<file path="config.mk">
export PLATFORM = sky130hd
export DESIGN_NAME = seq_stage_controller
export DESIGN_NICKNAME = d
export VERILOG_FILES = /design/src/rtl/seq_stage_controller.sv
export SDC_FILE = /design/constraint.sdc
export NUM_CORES = 1
export LEC_CHECK = 0
export BUFFER_PORTS_ARGS = -buffer_cell sky130_fd_sc_hd__buf_4
export CORE_ASPECT_RATIO = 0.9
export CORE_MARGIN = 2
export CORE_UTILIZATION = 45
export DETAILED_ROUTE_END_ITERATION = 8
export PLACE_DENSITY = 0.78
export SYNTH_ARGS = -nofsm -noshare
export SYNTH_HDL_FRONTEND = slang
export SYNTH_SLANG_ARGS = --single-unit
</file>
<file path="constraint.sdc">
create_clock -name clk -period 2.9 [get_ports clk]
set_input_delay 0.435 -clock clk [delete_from_list [all_inputs] [get_ports clk]]
set_output_delay 0.435 -clock clk [all_outputs]
set_load 0.02 [all_outputs]
</file>
<file path="src/rtl/seq_stage_controller.sv">
// Multi-cycle stage sequencer for the Y86-64 SEQ datapath.
// Owns PC and architectural status and steps one stage per instruction at a time.
module seq_stage_controller #(
    parameter logic [63:0] PC_RESET    = 64'd32,
    parameter int unsigned MEM_TIMEOUT = 8,
    parameter int unsigned CNT_W       = 32
) (
    input  logic             clk,
    input  logic             rst_n,
    input  logic             start,
    input  logic [3:0]       icode,
    input  logic             instr_valid,
    input  logic             imem_error,
    input  logic             dmem_error,
    input  logic             mem_ack,
    input  logic [63:0]      next_pc,
    output logic [63:0]      pc,
    output logic             fetch_en,
    output logic             decode_en,
    output logic             exec_en,
    output logic             mem_en,
    output logic             wb_en,
    output logic             mem_req,
    output logic [2:0]       stat,
    output logic             busy,
    output logic [CNT_W-1:0] cycle_cnt,
    output logic [CNT_W-1:0] instr_cnt
);

    localparam logic [2:0] STAT_AOK = 3'd1;
    localparam logic [2:0] STAT_HLT = 3'd2;
    localparam logic [2:0] STAT_ADR = 3'd3;
    localparam logic [2:0] STAT_INS = 3'd4;

    // One spare bit so the width is always at least 2.
    localparam int unsigned WAIT_W = $clog2(MEM_TIMEOUT + 1) + 1;
    localparam logic [WAIT_W-1:0] WAIT_LAST = WAIT_W'(MEM_TIMEOUT - 1);
    localparam logic [WAIT_W-1:0] WAIT_ONE  = {{(WAIT_W-1){1'b0}}, 1'b1};
    localparam logic [CNT_W-1:0]  CNT_ONE   = {{(CNT_W-1){1'b0}}, 1'b1};

    typedef enum logic [2:0] {
        StIdle,
        StFetch,
        StDecode,
        StExecute,
        StMemory,
        StWriteback,
        StStop
    } state_e;

    state_e            state_q, state_d;
    logic [3:0]        icode_q;
    logic [WAIT_W-1:0] wait_q;
    logic              fetch_fault;
    logic              mem_timeout;
    logic              needs_mem;

    assign fetch_fault = imem_error || !instr_valid || (icode == 4'h0);
    assign mem_timeout = (wait_q == WAIT_LAST);

    // rmmovq, mrmovq, call, ret, pushq, popq touch data memory.
    always_comb begin
        needs_mem = 1'b0;
        unique case (icode_q)
            4'h4, 4'h5, 4'h8, 4'h9, 4'hA, 4'hB: needs_mem = 1'b1;
            default:                            needs_mem = 1'b0;
        endcase
    end

    always_comb begin
        state_d = state_q;
        unique case (state_q)
            StIdle:      if (start) state_d = StFetch;
            StFetch:     state_d = fetch_fault ? StStop : StDecode;
            StDecode:    state_d = StExecute;
            StExecute:   state_d = needs_mem ? StMemory : StWriteback;
            StMemory: begin
                if (dmem_error)       state_d = StStop;
                else if (mem_ack)     state_d = StWriteback;
                else if (mem_timeout) state_d = StStop;
            end
            StWriteback: state_d = StFetch;
            StStop:      state_d = StStop;
            default:     state_d = StIdle;
        endcase
    end

    always_ff @(posedge clk) begin
        if (!rst_n) begin
            state_q   <= StIdle;
            icode_q   <= 4'h0;
            wait_q    <= '0;
            pc        <= PC_RESET;
            stat      <= STAT_AOK;
            fetch_en  <= 1'b0;
            decode_en <= 1'b0;
            exec_en   <= 1'b0;
            mem_en    <= 1'b0;
            wb_en     <= 1'b0;
            mem_req   <= 1'b0;
            busy      <= 1'b0;
            cycle_cnt <= '0;
            instr_cnt <= '0;
        end else begin
            state_q   <= state_d;
            fetch_en  <= (state_d == StFetch);
            decode_en <= (state_d == StDecode);
            exec_en   <= (state_d == StExecute);
            mem_en    <= (state_d == StMemory);
            wb_en     <= (state_d == StWriteback);
            mem_req   <= (state_d == StMemory);
            busy      <= (state_d != StIdle) && (state_d != StStop);
            wait_q    <= (state_q == StMemory) ? wait_q + WAIT_ONE : '0;

            if (busy) cycle_cnt <= cycle_cnt + CNT_ONE;

            unique case (state_q)
                StFetch: begin
                    icode_q <= icode;
                    if (imem_error) begin
                        stat <= STAT_ADR;
                    end else if (!instr_valid) begin
                        stat <= STAT_INS;
                    end else if (icode == 4'h0) begin
                        stat      <= STAT_HLT;
                        instr_cnt <= instr_cnt + CNT_ONE;
                    end
                end
                StMemory: begin
                    if (dmem_error || (!mem_ack && mem_timeout)) stat <= STAT_ADR;
                end
                StWriteback: begin
                    pc        <= next_pc;
                    instr_cnt <= instr_cnt + CNT_ONE;
                end
                default: ;
            endcase
        end
    end

endmodule

</file>
# == Yosys cells after proc, flatten, opt, wreduce, memory -nomap -nowiden ==
# Index checks and enable logic that the tools add are counted.
# Widths: inputs -> output; s select.
# op_classes
n_addsub,3
n_eq_ne,24
muxes,17
n_reduce_logical,16
# ops
cell,n
$mux 32,3
$add 32x1->32 const B,2
$pmux 32 s2,1
$mux 3,9
$pmux 3 s7,1
$eq 4x4->1 const B,4
$eq 3x3->1 const B,5
$eq 3x2->1 const B,4
$eq 4x3->1 const B,2
$eq 3x1->1 const B,2
$ne 2x2->1 const B,3
$pmux 3 s2,1
$reduce_or 6->1,1
$add 5x1->5 const B,1
$eq 5x3->1 const B,1
$logic_not 4->1,1
$ne 4x4->1 const B,1
$reduce_and 4->1,1
$reduce_bool 2->1,2
$logic_not 3->1,1
$logic_or 1x1->1,3
$ne 3x3->1 const B,1
$reduce_and 3->1,1
$reduce_bool 3->1,1
other kinds (5),8
# word_totals
regBits,149
input_bits,75
output_inout_bits,138
word_cells,73

# == Logic depth before layout (Yosys ltp) ==
# logic_depth
word_depth,7
mapped_depth,8
ltp_nobuf,5

# == Least setup slack after synthesis ==
# OpenSTA, ideal clock, no wires.
# synth_timing
path_type,input -> register
start,in icode[3]
end,reg instr_cnt[22]
arrival_time_ns,2.122
required_ns,2.765
slack_ns,0.643
path_stages,7
path_cell_list,or4_4 o41a_1 buf_6 buf_6 buf_2 o311ai_0 o41ai_1
# synth_via
elab_chain_cells,3
# synth_lines
item,line_no,source
start: declaration,11,"input logic [3:0] icode,"
$logic_not 4->1,124,end else if (icode == 4'h0) begin
$ne 2x2->1 (no source line),n/a,
$reduce_and 4->1 (no source line),n/a,
end signal: assignment,126,instr_cnt <= instr_cnt + CNT_ONE;
end signal: assignment,134,instr_cnt <= instr_cnt + CNT_ONE;
end: declaration,27,output logic [CNT_W-1:0] instr_cnt
# Every way passes these cells.
# A chain may end at the register's enable or synchronous reset.

# == Final worst setup path ==
# layout_timing
start,reg instr_cnt[3]
end,reg instr_cnt[27]
# layout_via
elab_chain_cells,5
# layout_lines
item,line_no,source
$add 32x1->32 (*),"126, 134",
$mux 32,124,
$mux 32,122,end else if (!instr_valid) begin
$mux 32,120,if (imem_error) begin
$pmux 32 s2 (*),117,unique case (state_q)
# Every way passes the cells marked *; elsewhere a longest branch is shown, timed or not. The select of a mux whose other input is x is not followed.

==> results.txt <==
outcome -> completed
most frequent cells in the layout -> 219 x buf_4, 166 x nand2_1, 148 x dfxtp_1
vias in the first global route -> 5497
min Tclk post-route -> 2.22 ns
RSZ-0062 raised after global routing -> no
cell leakage power -> 3.36 nW
synthesized flop and latch total -> 148
register area -> 2960 sq um
CTS sink cnt -> 148
die width -> 128 um
fin util -> 63.4%
main combinational cell family by area after synthesis -> simple AND/OR/NAND/NOR gates
setup TNS -> 0 ns
post-route setup slack -> 0.683 ns
CP Data Required Time -> 3.24 ns
Power Total -> 5.19 mW
Hold WS -> 0.223 ns
DR vias -> 6027
num rows -> 40
Max clock buf depth -> 2
mux contribution to synthesized area -> 2.09%
Die Area -> 14800 sq um
DP Wirelength -> 11200 um
final setup violation count -> 0
largest net degree at the start of global routing -> 66
skew final -> 0.00934 ns
final hold vios -> 0
Worst IR Drop VDD -> 0.000429 V
Skew-Pair Late Insertion Delay -> 0.42 ns
non-filler cells, final -> 1118
share of post-route cells with drive strength above 1 -> 26.6%
Core Area -> 13400 sq um
I/O pin count -> 213
CP max-delay cell -> nand4_1
Post-synth EDFFs -> 0
post-route antenna net violation count -> 0
commonest non-fill, non-tap cell in the layout -> buf_4
Syn Nets -> 830
worst slew pin tran -> 1.02 ns
routability cong. -> 0.800
Yosys warning count -> 0
Final nets -> 1015
final slew viol count -> 0
initial antenna violation count -> 0
total grt overflow -> 0
crit path DAT -> 2.56 ns
simple-gate share of the synthesized area -> 26.8%
worst relative slew slack -> 31.7%
ant diodes -> 0
endpoint type of the worst setup path -> flop
Post-CTS Setup Inserts -> 0
fin area -> 8500 sq um
Layout fillers -> 1200
Hold WC Path Type -> in -> reg
final cycle utilization of the critical path -> 76.4%
post-synthesis sequential area ratio -> 47.6%
GR Util All Layers -> 22.4%
CP startpoint kind -> flop
mapped cell area -> 6230 sq um
post-CTS resize count -> 0
Placed Area -> 7890 sq um
CTS tree -> yes
Synth Area in Compound Gates -> 16.0%
Post-synth ARST share -> 0%
global-route wire length before repair -> 26800 um
Syn Area/Cell -> 8.28 sq um
Clk pin slew, worst setup/hold paths -> 0.06 ns
routed wire length -> 16500 um
drt pass-1 iters -> 5
CTS buffer count -> 17
Die Ht -> 116 um
pre-CTS WS -> 0.468 ns
max_cap viols -> 0
adder-cell area share of the yosys netlist -> 0.603%
residual DRC count -> 0
Via density -> 5.39
Distinct cells, synth -> 44
pwr/cell area -> 611 nW/um^2
CP Class -> reg -> reg
Starting DRT DRC Count -> 408
I/O Buffers -> 212
cell count after placement -> 1086
crit-path max cell delay -> 0.57 ns
Synth Flop Type -> dfxtp_1
Hold-fix buffers, CTS -> 0
Area Overhead vs Synth -> 36.5%
Gate Count Post-Synth -> 752
Root Buffer -> clkbuf_16
CP cell instances -> and4_1 > nand4_1 > nor4_1 > mux2i_1
initial core utilization -> 46.4%
wire length per cell -> 14.8 um
crit-path max FO -> 14
CTS H-tree lvls -> 4
area occupied by multi-input gates -> 2990 sq um
Fmax -> 451 MHz
Post-Synth XOR/XNOR Area -> 2.39%
## cell type report
cell class,count,share of cell area (%)
clock buffer,24,5.79
clock inverter,8,1.43
inverter,16,0.721
multi-input combinational,534,35.2
sequential,148,34.9
tap,168,2.47
timing repair buffer,220,19.6
## worst max-delay path, delay by kind of cell (launching register included)
| family | cells | cell delay, ns |
|---|---|---|
| multiplexers | 1 | 0.23 |
| flip-flops | 1 | 0.43 |
| AND/OR/NAND/NOR | 3 | 1.47 |
## layer usage
layer | GRT usage (%) | wire, um
met5 | 0 | 0
met4 | 7.03 | 223
met3 | 8.77 | 1370
met2 | 34.0 | 7630
met1 | 29.5 | 7320
## registers in the layout (all words and copies together), names as in the netlist, 3 cells and up
signal,flops
pc,64
cycle_cnt,32
instr_cnt,32
wait_q,5
icode_q,3
stat,3
state_q,3
## report_power, final
group | total, mW | switching, mW | internal (mW) | leakage, nW
logic | 0.712 | 0.414 | 0.299 | 1.86
clock network | 2.27 | 0.829 | 1.44 | 0.301
registers | 2.21 | 0.0788 | 2.13 | 1.19
## cell usage after synthesis (12+ instances only)
cell / number / area (sq um)
a21oi_1: 98 / 490
and4_1: 12 / 105
clkbuf_1: 46 / 173
dfxtp_1: 148 / 2960
inv_1: 15 / 56.3
mux2i_1: 13 / 130
nand2_1: 166 / 623
nand2b_1: 22 / 138
nand3_1: 24 / 120
nand4_1: 15 / 93.8
nor2_1: 27 / 101
nor4_1: 12 / 75.1
o311ai_0: 12 / 105
o31ai_1: 20 / 150
or4_1: 20 / 150
xor2_1: 12 / 105
## cell families (layout without fill, tap and decap cells)
kind of cell	after synthesis	in the layout
compound gates	163	163
xor+xnor	17	17
fa+ha+maj	3	3
buf+inv	70	268
flops	148	148
mux	13	13
simple gates	338	338
## final timing paths
check,startpoint,end,slack (ns),depth (start not counted)
setup / recovery,instr_cnt[3]$_SDFFE_PN0P_,instr_cnt[27]$_SDFFE_PN0P_,0.68,4
hold / removal,next_pc[5],pc[5]$_SDFFE_PN1P_,0.22,3
setup reg to reg,instr_cnt[3]$_SDFFE_PN0P_,instr_cnt[27]$_SDFFE_PN0P_,0.68,4
hold reg to reg,wait_q[0]$_SDFF_PN0_,wait_q[0]$_SDFF_PN0_,0.45,1
(Power assumes the default switching activity.)
